<file path="src/rtl/multicycle_control.sv">
`default_nettype none
// ============================================================================
//  Module      : multicycle_control
//  Description : Control FSM for a multicycle MIPS-subset datapath. It
//                sequences lw, sw, R-type (add/sub/and/or/slt/nor), beq,
//                addi and j. A memory handshake stretches FETCH, MEMREAD and
//                MEMWRITE. Unsupported encodings are flagged in DECODE.
//  Revision    : 1.0 - initial release
// ============================================================================
module multicycle_control (
  input  logic       clk,
  input  logic       reset,
  input  logic [5:0] opcode,
  input  logic [5:0] funct,
  input  logic       Zero,
  input  logic       mem_ready,
  output logic       PCWrite,
  output logic       IorD,
  output logic       MemoryRead,
  output logic       MemoryWrite,
  output logic       IRWrite,
  output logic       MemoryToRegister,
  output logic       RegisterDestination,
  output logic       RegisterWrite,
  output logic       ALUSrcA,
  output logic [1:0] ALUSrcB,
  output logic [1:0] PCSource,
  output logic [3:0] ALUControl,
  output logic [3:0] state,
  output logic       instr_done,
  output logic       illegal
);

  // State encodings are visible on the debug port, so they are fixed here.
  typedef enum logic [3:0] {
    S_FETCH    = 4'd0,
    S_DECODE   = 4'd1,
    S_MEMADR   = 4'd2,
    S_MEMREAD  = 4'd3,
    S_MEMWB    = 4'd4,
    S_MEMWRITE = 4'd5,
    S_EXECUTE  = 4'd6,
    S_ALUWB    = 4'd7,
    S_BRANCH   = 4'd8,
    S_ADDIEXEC = 4'd9,
    S_ADDIWB   = 4'd10,
    S_JUMP     = 4'd11
  } state_t;

  // Opcodes
  localparam logic [5:0] C_OP_RTYPE = 6'b000000;
  localparam logic [5:0] C_OP_LW    = 6'b100011;
  localparam logic [5:0] C_OP_SW    = 6'b101011;
  localparam logic [5:0] C_OP_BEQ   = 6'b000100;
  localparam logic [5:0] C_OP_ADDI  = 6'b001000;
  localparam logic [5:0] C_OP_J     = 6'b000010;

  // R-type function codes
  localparam logic [5:0] C_FN_ADD = 6'b100000;
  localparam logic [5:0] C_FN_SUB = 6'b100010;
  localparam logic [5:0] C_FN_AND = 6'b100100;
  localparam logic [5:0] C_FN_OR  = 6'b100101;
  localparam logic [5:0] C_FN_SLT = 6'b101010;
  localparam logic [5:0] C_FN_NOR = 6'b100111;

  // ALU operations
  localparam logic [3:0] C_ALU_AND = 4'b0000;
  localparam logic [3:0] C_ALU_OR  = 4'b0001;
  localparam logic [3:0] C_ALU_ADD = 4'b0010;
  localparam logic [3:0] C_ALU_SUB = 4'b0110;
  localparam logic [3:0] C_ALU_SLT = 4'b0111;
  localparam logic [3:0] C_ALU_NOR = 4'b1100;

  // ALU operand B sources
  localparam logic [1:0] C_SRCB_REG   = 2'b00;
  localparam logic [1:0] C_SRCB_FOUR  = 2'b01;
  localparam logic [1:0] C_SRCB_IMM   = 2'b10;
  localparam logic [1:0] C_SRCB_IMMSH = 2'b11;

  // PC sources
  localparam logic [1:0] C_PCSRC_ALU    = 2'b00;
  localparam logic [1:0] C_PCSRC_ALUOUT = 2'b01;
  localparam logic [1:0] C_PCSRC_JUMP   = 2'b10;

  state_t state_q, state_d;

  // Raw FSM outputs, before the reset gating on the side-effecting strobes
  logic       w_pc_write;
  logic       w_ior_d;
  logic       w_mem_read;
  logic       w_mem_write;
  logic       w_ir_write;
  logic       w_mem_to_reg;
  logic       w_reg_dst;
  logic       w_reg_write;
  logic       w_alu_src_a;
  logic [1:0] w_alu_src_b;
  logic [1:0] w_pc_source;
  logic [3:0] w_alu_control;
  logic       w_instr_done;
  logic       w_illegal;

  // Decoded R-type function: legality flag and matching ALU operation
  logic       w_funct_legal;
  logic [3:0] w_funct_alu;

  // Map the R-type funct field to an ALU operation and flag unsupported codes
  always_comb begin
    w_funct_legal = 1'b1;
    w_funct_alu   = C_ALU_ADD;
    case (funct)
      C_FN_ADD: w_funct_alu = C_ALU_ADD;
      C_FN_SUB: w_funct_alu = C_ALU_SUB;
      C_FN_AND: w_funct_alu = C_ALU_AND;
      C_FN_OR:  w_funct_alu = C_ALU_OR;
      C_FN_SLT: w_funct_alu = C_ALU_SLT;
      C_FN_NOR: w_funct_alu = C_ALU_NOR;
      default:  w_funct_legal = 1'b0;
    endcase
  end

  // State register; reset abandons any in-flight instruction or memory wait
  always_ff @(posedge clk) begin
    if (!reset) begin
      state_q <= S_FETCH;
    end else begin
      state_q <= state_d;
    end
  end

  // Next-state and per-state control outputs; anything unlisted stays 0
  always_comb begin
    state_d       = S_FETCH;
    w_pc_write    = 1'b0;
    w_ior_d       = 1'b0;
    w_mem_read    = 1'b0;
    w_mem_write   = 1'b0;
    w_ir_write    = 1'b0;
    w_mem_to_reg  = 1'b0;
    w_reg_dst     = 1'b0;
    w_reg_write   = 1'b0;
    w_alu_src_a   = 1'b0;
    w_alu_src_b   = C_SRCB_REG;
    w_pc_source   = C_PCSRC_ALU;
    w_alu_control = C_ALU_AND;
    w_instr_done  = 1'b0;
    w_illegal     = 1'b0;

    case (state_q)
      S_FETCH: begin
        // PC+4 is computed every fetch cycle but only committed with the IR
        w_mem_read    = 1'b1;
        w_alu_src_b   = C_SRCB_FOUR;
        w_alu_control = C_ALU_ADD;
        w_pc_source   = C_PCSRC_ALU;
        w_ir_write    = mem_ready;
        w_pc_write    = mem_ready;
        state_d       = mem_ready ? S_DECODE : S_FETCH;
      end

      S_DECODE: begin
        // Speculative branch target PC + (imm << 2) lands in ALUOut
        w_alu_src_b   = C_SRCB_IMMSH;
        w_alu_control = C_ALU_ADD;
        case (opcode)
          C_OP_RTYPE: begin
            if (w_funct_legal) begin
              state_d = S_EXECUTE;
            end else begin
              state_d   = S_FETCH;
              w_illegal = 1'b1;
            end
          end
          C_OP_LW, C_OP_SW: state_d = S_MEMADR;
          C_OP_BEQ:         state_d = S_BRANCH;
          C_OP_ADDI:        state_d = S_ADDIEXEC;
          C_OP_J:           state_d = S_JUMP;
          default: begin
            state_d   = S_FETCH;
            w_illegal = 1'b1;
          end
        endcase
      end

      S_MEMADR: begin
        w_alu_src_a   = 1'b1;
        w_alu_src_b   = C_SRCB_IMM;
        w_alu_control = C_ALU_ADD;
        // The IR is stable here, so only lw/sw can reach this state
        state_d       = (opcode == C_OP_SW) ? S_MEMWRITE : S_MEMREAD;
      end

      S_MEMREAD: begin
        w_mem_read = 1'b1;
        w_ior_d    = 1'b1;
        state_d    = mem_ready ? S_MEMWB : S_MEMREAD;
      end

      S_MEMWB: begin
        w_reg_write  = 1'b1;
        w_mem_to_reg = 1'b1;
        w_instr_done = 1'b1;
        state_d      = S_FETCH;
      end

      S_MEMWRITE: begin
        w_mem_write  = 1'b1;
        w_ior_d      = 1'b1;
        w_instr_done = mem_ready;
        state_d      = mem_ready ? S_FETCH : S_MEMWRITE;
      end

      S_EXECUTE: begin
        w_alu_src_a   = 1'b1;
        w_alu_src_b   = C_SRCB_REG;
        w_alu_control = w_funct_alu;
        state_d       = S_ALUWB;
      end

      S_ALUWB: begin
        w_reg_write  = 1'b1;
        w_reg_dst    = 1'b1;
        w_instr_done = 1'b1;
        state_d      = S_FETCH;
      end

      S_BRANCH: begin
        // Comparison by subtraction; target was precomputed in DECODE
        w_alu_src_a   = 1'b1;
        w_alu_src_b   = C_SRCB_REG;
        w_alu_control = C_ALU_SUB;
        w_pc_source   = C_PCSRC_ALUOUT;
        w_pc_write    = Zero;
        w_instr_done  = 1'b1;
        state_d       = S_FETCH;
      end

      S_ADDIEXEC: begin
        w_alu_src_a   = 1'b1;
        w_alu_src_b   = C_SRCB_IMM;
        w_alu_control = C_ALU_ADD;
        state_d       = S_ADDIWB;
      end

      S_ADDIWB: begin
        w_reg_write  = 1'b1;
        w_instr_done = 1'b1;
        state_d      = S_FETCH;
      end

      S_JUMP: begin
        w_pc_source  = C_PCSRC_JUMP;
        w_pc_write   = 1'b1;
        w_instr_done = 1'b1;
        state_d      = S_FETCH;
      end

      // Unused codes 12-15 recover to FETCH with all outputs quiet
      default: begin
        state_d = S_FETCH;
      end
    endcase
  end

  // Drive ports; side-effecting strobes are suppressed while reset is held
  always_comb begin
    PCWrite             = w_pc_write   & reset;
    IRWrite             = w_ir_write   & reset;
    RegisterWrite       = w_reg_write  & reset;
    MemoryWrite         = w_mem_write  & reset;
    MemoryRead          = w_mem_read   & reset;
    instr_done          = w_instr_done & reset;
    illegal             = w_illegal    & reset;
    IorD                = w_ior_d;
    MemoryToRegister    = w_mem_to_reg;
    RegisterDestination = w_reg_dst;
    ALUSrcA             = w_alu_src_a;
    ALUSrcB             = w_alu_src_b;
    PCSource            = w_pc_source;
    ALUControl          = w_alu_control;
    state               = state_q;
  end

endmodule
`default_nettype wire

</file>
<file path="config.mk">
export PLATFORM = sky130hd
export DESIGN_NAME = multicycle_control
export DESIGN_NICKNAME = d
export VERILOG_FILES = /design/src/rtl/multicycle_control.sv
export SDC_FILE = /design/constraint.sdc
export NUM_CORES = 1
export LEC_CHECK = 0
export BUFFER_PORTS_ARGS = -buffer_cell sky130_fd_sc_hd__buf_2
export CORE_MARGIN = 3
export CORE_UTILIZATION = 39
export CTS_CLUSTER_SIZE = 16
export DETAILED_ROUTE_END_ITERATION = 12
export PLACE_DENSITY = 0.74
export SKIP_CTS_REPAIR_TIMING = 1
export SLEW_MARGIN = 30
export SYNTH_ARGS = -nofsm -noshare
export SYNTH_HDL_FRONTEND = slang
export SYNTH_SLANG_ARGS = --single-unit
</file>
<file path="constraint.sdc">
create_clock -name clk -period 1.2 [get_ports clk]
set_input_delay 0.06 -clock clk [delete_from_list [all_inputs] [get_ports clk]]
set_output_delay 0.06 -clock clk [all_outputs]
set_load 0.05 [all_outputs]
</file>
==> results of run 1 <==
==> per-stage QoR <==
step | worst slack (ns) | hold WS, ns | cells
after detailed placement | -0.3764 | 0.3958 | 207
after CTS | -0.5766 | 0.1155 | 210
after global placement | -0.3176 | 0.3833 | 207
after floorplan | -0.4653 | 0.2016 | 108
==> synthesized netlist by cell type, types with 2 or more instances <==
| master | number | area [um^2] |
|---|---|---|
| nor2_1 | 12 | 45.04 |
| o21ai_0 | 6 | 30.03 |
| a21oi_1 | 5 | 25.02 |
| buf_2 | 4 | 20.02 |
| or4_1 | 2 | 15.01 |
| dfxtp_1 | 4 | 80.08 |
| nand2_1 | 11 | 41.29 |
| clkbuf_1 | 2 | 7.510 |
| a31oi_1 | 2 | 12.51 |
| nor2b_1 | 2 | 12.51 |
| nor3_1 | 10 | 50.05 |
| a211oi_1 | 3 | 22.52 |
| inv_1 | 6 | 22.52 |
| and3_1 | 2 | 12.51 |
| xor2_1 | 2 | 17.52 |
| nand2b_1 | 5 | 31.28 |
==> cell families after synthesis <==
group | Yosys count | synth area share
buffers and inverters | 13 | 0.08688
XOR/XNOR | 3 | 0.03724
flip-flops | 4 | 0.1135
AO/OA/AOI/OAI | 35 | 0.3617
AND/OR/NAND/NOR | 53 | 0.4007
==> flow_summary.yaml, run 1 <==
logic_synthesis:
  ys_ff_latch: 4
  postSynth.asyncResetShare: 0
  netlist_instances: 108
  ys_warn_count: 0
  synthFlopType: "dfxtp_1"
  syn_nets: 124
  synth-seq-area-share: 0.1135
  ys_types: 46
  avgSynthCellArea_um2: 6.534
  synth_area_um2: 705.7
  synth_edf_count: 0
floorplanning:
  fp-row-count: 14
  start_util: 0.4427
  fp.dieH_um: 48.54
  boundaryPins: 39
  fp.dieW_um: 48.54
place:
  numPortBuffers: 38
  finalWeightedCongestion: 0.8268
  postPlaceCellArea_um2: 1431
  dp_hpwl_um: 2519
clock_tree:
  clock_path_buffers: 2
  cts.sinks: 4
  root_buffer: "clkbuf_4"
  cts_buffers: 3
  h-tree-depth: 1
outcome:
  status: "aborted with a tool error"
  stop_stage: "global routing (5_1_grt)"
  error: "[ERROR DPL-0038] Utilization greater than 100%, impossible to legalize"
global_route:
  grt_start_max_net_pins: 13
timing:
  grt-worst-endpoint: "ALUControl[2]"
  worst-ep-kind: "output port"
==> inputs of run 2 (changes only) <==
--- a/config.mk
+++ b/config.mk
@@ -6,11 +6,10 @@
 export NUM_CORES = 1
 export LEC_CHECK = 0
 export BUFFER_PORTS_ARGS = -buffer_cell sky130_fd_sc_hd__buf_2
-export CORE_MARGIN = 3
-export CORE_UTILIZATION = 39
-export CTS_CLUSTER_SIZE = 16
+export CORE_AREA = 3 3 64 66
 export DETAILED_ROUTE_END_ITERATION = 12
-export PLACE_DENSITY = 0.74
+export DIE_AREA = 0 0 67 69
+export PLACE_DENSITY_LB_ADDON = 0.15
 export SKIP_CTS_REPAIR_TIMING = 1
 export SLEW_MARGIN = 30
 export SYNTH_ARGS = -nofsm -noshare
==> constraint.sdc (replaced) <==
create_clock -name clk -period 1.55 [get_ports clk]
set_input_delay 0.0775 -clock clk [delete_from_list [all_inputs] [get_ports clk]]
set_output_delay 0.0775 -clock clk [all_outputs]
set_load 0.05 [all_outputs]
==> run 2 against run 1 <==
The flow now finishes, with violations (negative setup slack). Area after synthesis did not move. Synthesized cell count stayed put.
==> flow_summary.yaml, run 2 <==
timing:
  final.setup.tns_ns: -0.1458
  slew_violations: 0
  worst_pin_slew_ns: 0.3938
  rsz0062_at_grt: "true"
  fin_crit_ns: 1.638
  clock_skew_ns: 0.002775
  fin_ws_ns: -0.08770
  relSlewSlack: 0.7340
  fmax_ghz: 0.6106
  finalSetupViolCount: 2
  min_period_over_period: 1.057
  whs_ns: 0.2078
  hold_viol_final: 0
floorplanning:
  fp-row-count: 22
  start_util: 0.1942
  dieArea_um2: 4623
  core_um2: 3633
  fp.dieW_um: 67
  boundaryPins: 39
  fp.dieH_um: 69
clock_tree:
  h-tree-depth: 1
  cts.sinks: 4
  worstSkewPairLatency_ns: 0.21
  cts_tree: "built"
  cts_buffers: 3
  clock_path_buffers: 2
  clk_pin_slew_ns: 0.03
  root_buffer: "clkbuf_8"
logic_synthesis:
  yosysMostFrequentCell: "nor2_1"
  syn_nets: 124
  synth_area_um2: 705.7
  synth_top_area_frac: 0.1135
  ys_types: 46
  postSynth.asyncResetShare: 0
  synth_common_cells: "12 x nor2_1, 11 x nand2_1, 10 x nor3_1"
  synthFlopType: "dfxtp_1"
  synth-seq-area-share: 0.1135
  yosysTopAreaCell: "dfxtp_1"
  ys_ff_latch: 4
  netlist_instances: 108
  avgSynthCellArea_um2: 6.534
  ys_warn_count: 0
  synth_area_leaders: "dfxtp_1 11%, nor3_1 7.1%, nor2_1 6.4%"
  synth_edf_count: 0
finish:
  fill_cells: 400
  regArea_um2: 95.09
  num_antenna_cells: 0
  fin_cells: 218
  area.growth.synth_to_final_pct: 98.58
  largest_register_ff_count: 4
  fin_nets: 187
  final_cell_mix: "28 x buf_2, 27 x buf_4, 9 x nand2_1, 7 x nor2_1, 6 x o21ai_0"
  multi_input_area_um2: 734.5
  final_common_cell: "buf_2"
  post_route_cells_drive_above_1_share: 0.5882
global_route:
  grt_pass1_vias: 1007
  grt_pass1_wl_um: 4761
  grt_overflow: 0
  track_usage: 0.1258
  antenna_found_initial: 0
  grt_start_max_net_pins: 15
worst_setup_path:
  slowest_stage: "or4_4"
  criticalPathCategory: "reg -> out"
  path_cells: "nand2b_4 -> or4_4 -> o21bai_4 -> buf_6"
  crit_arrival_ns: 1.56
  slowest_delay_ns: 0.57
  cp.required_ns: 1.47
  reg2reg_slack_ns: 0.12
  crit_path_start_kind: "flop"
  cp-end-kind: "primary output"
  worstRegToRegCells: 5
  cp_max_fo: 3
pwr:
  power_w: 0.0005501
  p_per_area_nw_per_um2: 392.6
  vdd_ir_drop_max_mv: 0.1439
  p_leak_nw: 0.5993
outcome:
  violations: "negative setup slack"
  status: "finished, violations left"
place:
  dp.cells: 211
  dp_hpwl_um: 2291
  dp_slack_ns: -0.07505
  finalWeightedCongestion: 0.7878
  numPortBuffers: 38
route:
  drc: 0
  avgViaCountPerCell: 4.904
  wl_um: 2871
  num_vias: 1069
  drt_pass1_iterations: 4
  ant_nets: 0
  drt_iter0_markers: 53
  wl_per_cell_um: 13.17
hold_path:
  hp-class: "in -> reg"
  holdPathStages: 2
run:
  max_cap_violations: 0
==> run 2: cell counts after synthesis <==
Identical to the previous run, type by type.
==> run 2: layout make-up <==
| type | count | share of cell area |
|---|---|---|
| multi-input combinational | 91 | 0.5241 |
| clock buffer | 4 | 0.03214 |
| timing repair buffer | 65 | 0.3170 |
| sequential | 4 | 0.06786 |
| inverter | 6 | 0.01607 |
| tap | 48 | 0.04286 |
==> run 2: critical path, delay by kind of cell, from the launching register on <==
family / cells / cell delay, ns
AND/OR/NAND/NOR: 2 / 0.71
buffers and inverters: 1 / 0.17
AO/OA/AOI/OAI: 1 / 0.13
flip-flops: 1 / 0.33
==> run 2: metrics by stage <==
step	utilization	cell area (um^2)
floorplan	-	864.6
global placement	0.3392	1232
detailed placement	0.3392	1232
CTS	0.3516	1277
global route	0.3857	1401
finish	0.3857	1401
==> run 2: cells by family (layout without fill, tap and decap cells) <==
family / after synthesis / in the layout / share of synthesized area
buffers and inverters: 13 / 75 / 0.08688
AO/OA/AOI/OAI: 35 / 35 / 0.3617
AND/OR/NAND/NOR: 53 / 53 / 0.4007
flip-flops: 4 / 4 / 0.1135
XOR/XNOR: 3 / 3 / 0.03724
==> run 2: path summary, 6_finish.rpt <==
path | start | end
worst max-delay path | state[3] | ALUControl[2]
worst min-delay path | reset | state[3]
worst max register to register | state[1] | state[1]
worst min register to register | state[0] | state[3]
==> run 2: metal layers <==
metal	up-vias	wire (um)	global-route usage
met1	509	1305	0.1755
li1	532	-	-
met5	-	0	0
met3	0	139	0.01140
met2	28	1425	0.2063
met4	0	0	0.02703
==> run 2: where the power goes <==
part | total (W) | internal, W | leakage [nW] | switching [W]
clock network | 0.000229 | 0.000176 | 0.0228 | 0.0000533
registers | 0.000103 | 0.000100 | 0.0355 | 0.00000271
logic | 0.000218 | 0.0000854 | 0.541 | 0.000133
total | 0.000550 | 0.000361 | 0.599 | 0.000189
Power figures use the tool's default switching activity.
==> inputs of run 3 (changes only) <==
--- a/config.mk
+++ b/config.mk
@@ -15,3 +15,4 @@
 export SYNTH_ARGS = -nofsm -noshare
 export SYNTH_HDL_FRONTEND = slang
 export SYNTH_SLANG_ARGS = --single-unit
+export TNS_END_PERCENT = 20
==> run 3 against run 2 <==
The flow still finishes with violations (negative setup slack). Design area fell by 5.7%. First-iteration DRC count fell by 15%. Sequential cell count did not move. Combinational power fell by 6%. Global-route usage fell by 1.0 points. Sequential share of layout area rose by 0.41 points. Largest power group unchanged. Highest routed layer unchanged.
==> flow_summary.yaml, run 3 (synthesis results as in run 2) <==
outcome:
  status: "finished, violations left"
  violations: "negative setup slack"
finish:
  final_cell_mix: "31 x buf_2, 22 x buf_4, 10 x nand2_1, 7 x nor2_1"
  fin_cells: 212
  largest_register_ff_count: 4
  final_common_cell: "buf_2"
  fill_cells: 412
  post_route_cells_drive_above_1_share: 0.5610
  final_util: 0.3636
  area.growth.synth_to_final_pct: 87.23
  num_antenna_cells: 0
  fin_nets: 181
global_route:
  grt_pass1_vias: 992
  antenna_found_initial: 0
  grt_start_max_net_pins: 12
  grt_overflow: 0
  grt_pass1_wl_um: 4374
  track_usage: 0.1157
timing:
  fin_ws_ns: -0.1006
  clock_skew_ns: 0.006803
  fmax_ghz: 0.6058
  worst_pin_slew_ns: 0.4181
  slew_violations: 0
  fin_crit_ns: 1.651
  whs_ns: 0.1957
  rsz0062_at_grt: "true"
  min_period_over_period: 1.065
  hold_viol_final: 0
  relSlewSlack: 0.7176
  finalSetupViolCount: 2
floorplanning:
  boundaryPins: 39
  core_um2: 3633
  fp.dieW_um: 67
  fp-row-count: 22
  fp.dieH_um: 69
  dieArea_um2: 4623
  start_util: 0.1942
clock_tree:
  cts_buffers: 3
  worstSkewPairLatency_ns: 0.22
  cts.sinks: 4
  cts_tree: "built"
  clock_path_buffers: 2
  root_buffer: "clkbuf_8"
  h-tree-depth: 1
  clk_pin_slew_ns: 0.03
route:
  wl_per_cell_um: 13.09
  drc: 0
  avgViaCountPerCell: 4.774
  wl_um: 2775
  num_vias: 1012
  ant_nets: 0
  drt_iter0_markers: 45
  drt_pass1_iterations: 4
worst_setup_path:
  endpoint: "ALUControl[2]"
  cp-end-kind: "primary output"
  crit_path_start_kind: "flop"
  crit_arrival_ns: 1.57
  worstRegToRegCells: 5
  reg2reg_slack_ns: 0.08
  r2r_start: "state[1]"
  criticalPathCategory: "reg -> out"
  worstSetupStartpoint: "state[3]"
  cp_max_fo: 3
  reg2reg_to: "state[2]"
  cp.required_ns: 1.47
place:
  dp.cells: 208
  finalWeightedCongestion: 0.7564
  dp_hpwl_um: 2269
  numPortBuffers: 38
pwr:
  power_w: 0.0005354
  p_per_area_nw_per_um2: 405.2
  vdd_ir_drop_max_mv: 0.1430
  p_leak_nw: 0.5660
run:
  max_cap_violations: 0
hold_path:
  hp-class: "in -> reg"
==> run 3: changes by cell type in the layout (fill, tap and decap cells not counted), sizes merged <==
cell    change
clkbuf      -4
buf         -2
==> run 3: metrics by stage <==
stage | setup WS (ns) | TNS [ns] | instance area (um^2)
final | -0.1006 | -0.1816 | 1321
after global routing | -0.1404 | -0.3147 | 1321
after CTS | -0.1890 | -0.6566 | 1242
after detailed placement | -0.03506 | -0.03506 | 1197
after global placement | 0.001068 | 0 | 1197
after floorplan | -0.1382 | -0.5014 | 850.8
==> run 3: how the worst min path moves through the flow <==
stage                from  endpoint  slack, ns  cells past startpoint
global route        reset  state[3]       0.22                      2
finish              reset  state[3]       0.20                      2
global placement    reset  state[3]       0.43                      2
detailed placement  reset  state[3]       0.42                      2
CTS                 reset  state[3]       0.19                      2
floorplan           reset  state[3]       0.22                      1
==> run 3: power breakdown <==
part	internal, W	switching [W]	total, W
Sequential	0.000100	0.00000249	0.000103
Combinational	0.0000774	0.000128	0.000205
Clock	0.000175	0.0000520	0.000227
==> run 3: metal layers <==
layer | vias up | wire length (um) | track usage
met1 | 476 | 1305 | 0.1598
met5 | - | 0 | 0
li1 | 517 | - | -
met3 | 0 | 93 | 0.008143
met2 | 19 | 1376 | 0.1954
met4 | 0 | 0 | 0.02027
==> run 3: cell type report <==
class | count | area (um^2) | area share
timing repair buffer | 59 | 387.9 | 0.2936
sequential | 4 | 95.09 | 0.07197
multi-input combinational | 91 | 710.7 | 0.5379
inverter | 6 | 22.52 | 0.01705
tap | 48 | 60.06 | 0.04545
clock buffer | 4 | 45.04 | 0.03409
==> run 3: critical path, cell delays in order (launching register included) <==
cell and delay, ns:
dfxtp_4 0.34, nand2b_4 0.14, or4_4 0.57, o21bai_4 0.13, buf_6 0.17
==> inputs of run 4 (changes only) <==
--- a/config.mk
+++ b/config.mk
@@ -9,7 +9,7 @@
 export CORE_AREA = 3 3 64 66
 export DETAILED_ROUTE_END_ITERATION = 12
 export DIE_AREA = 0 0 67 69
-export PLACE_DENSITY_LB_ADDON = 0.15
+export PLACE_DENSITY = 0.49
 export SKIP_CTS_REPAIR_TIMING = 1
 export SLEW_MARGIN = 30
 export SYNTH_ARGS = -nofsm -noshare
==> run 4 against run 3 <==
Critical path type unchanged. The run still ends with negative setup slack left. Highest routed layer is now met4. Maximum frequency decreased by 1.0%. Critical path depth unchanged. Clock power about the same. Worst hold slack got worse by 0.0093 ns. Sequential cell count unchanged.
==> flow_summary.yaml, run 4 (synthesis results as in run 2) <==
finish:
  final_common_cell: "buf_2"
  area.growth.synth_to_final_pct: 82.80
  final_cell_mix: "30 x buf_2, 15 x buf_4, 9 x nand2_1, 7 x nor2_1, 7 x buf_6"
  regArea_um2: 95.09
  fin_nets: 176
  num_antenna_cells: 0
  multi_input_area_um2: 703.2
  post_route_cells_drive_above_1_share: 0.5409
  fill_cells: 397
  largest_register_ff_count: 4
outcome:
  violations: "negative setup slack"
  status: "finished, violations left"
route:
  met1Wirelength_um: 1219
  avgViaCountPerCell: 4.860
  drc: 0
  dr_wl_met3_um: 130
  wl_met2_um: 1248
  wl_per_cell_um: 12.68
  drt_pass1_iterations: 4
  drt_iter0_markers: 42
  ant_nets: 0
  top_layer: "met4"
  num_vias: 1006
  wl_um: 2624
floorplanning:
  dieArea_um2: 4623
  core_um2: 3633
  fp.dieW_um: 67
  fp-row-count: 22
  start_util: 0.1942
  boundaryPins: 39
  fp.dieH_um: 69
clock_tree:
  cts_buffers: 3
  worstSkewPairLatency_ns: 0.22
  h-tree-depth: 1
  clock_path_buffers: 2
  clk_pin_slew_ns: 0.03
  cts.sinks: 4
  root_buffer: "clkbuf_8"
  cts_tree: "built"
timing:
  finalSetupViolCount: 3
  rsz0062_at_grt: "true"
  clock_skew_ns: 0.004440
  fin_crit_ns: 1.668
  worst_pin_slew_ns: 0.5232
  fin_ws_ns: -0.1181
  hold_viol_final: 0
  slew_violations: 0
  whs_ns: 0.1864
  fmax_ghz: 0.5995
  relSlewSlack: 0.6467
  min_period_over_period: 1.076
worst_setup_path:
  slowest_stage: "or4_4"
  worstSetupStartpoint: "state[3]"
  criticalPathCategory: "reg -> out"
  cp-end-kind: "primary output"
  crit_path_start_kind: "flop"
  cp.required_ns: 1.47
  slowest_delay_ns: 0.57
  worstRegToRegCells: 6
  cp_max_fo: 2
  crit_arrival_ns: 1.59
  reg2reg_slack_ns: 0.17
  reg2reg_to: "state[1]"
  r2r_start: "state[1]"
  path_cells: "nand2b_4 -> or4_4 -> o21bai_4 -> buf_8"
pwr:
  vdd_ir_drop_max_mv: 0.2192
  power_w: 0.0005323
  p_per_area_nw_per_um2: 412.6
  p_leak_nw: 0.5406
global_route:
  grt_pass1_vias: 1015
  track_usage: 0.1163
  antenna_found_initial: 0
  grt_pass1_wl_um: 4436
  grt_start_max_net_pins: 14
  grt_overflow: 0
run:
  max_cap_violations: 0
place:
  dp_hpwl_um: 2144
  finalWeightedCongestion: 0.7928
  numPortBuffers: 38
hold_path:
  hold_end: "state[3]"
  hp-class: "in -> reg"
  holdPathStages: 2
  min_from: "reset"
[run 4: how the worst max path moves through the flow]
stage | depth (start not counted) | slack (ns) | endpoint
global placement | 6 | -0.08 | illegal
detailed placement | 6 | -0.08 | illegal
CTS | 4 | -0.22 | ALUControl[2]
global route | 4 | -0.16 | ALUControl[2]
finish | 4 | -0.12 | ALUControl[2]
floorplan | 5 | -0.14 | ALUControl[2]
[run 4: layout make-up]
type,count,share of cell area
multi-input cells,91,0.5451
inverters,6,0.01746
clock buffers,4,0.03492
flip-flops and latches,4,0.07371
repair buffers,54,0.2822
well taps,48,0.04656
[run 4: where the power goes]
group	internal, W	switching (W)
Combinational	0.0000747	0.000125
Sequential	0.000100	0.00000357
Clock	0.000176	0.0000533
[run 4: critical path: cells and delay by family, from the launching register on]
family / cells / cell delay (ns)
flops: 1 / 0.33
simple gates: 2 / 0.71
compound gates: 1 / 0.17
buf+inv: 1 / 0.16
[run 4: metal layers]
metal	up-vias	GRT usage
met5	-	0
met4	0	0.04955
met3	2	0.009772
met2	28	0.1856
met1	468	0.1567
li1	508	-
[run 4: stage by stage]
| step | worst slack, ns | utilization | instances | setup TNS, ns | area [um^2] |
|---|---|---|---|---|---|
| 2_1_floorplan | -0.1382 | - | 108 | -0.5014 | 850.8 |
| 3_3_place_gp | -0.07905 | 0.3192 | 203 | -0.07905 | 1160 |
| 3_5_place_dp | -0.08447 | 0.3192 | 203 | -0.08447 | 1160 |
| 4_1_cts | -0.2199 | 0.3316 | 207 | -0.7240 | 1205 |
| 5_1_grt | -0.1561 | 0.3550 | 207 | -0.3823 | 1290 |
| 6_report | -0.1181 | 0.3550 | 207 | -0.2162 | 1290 |
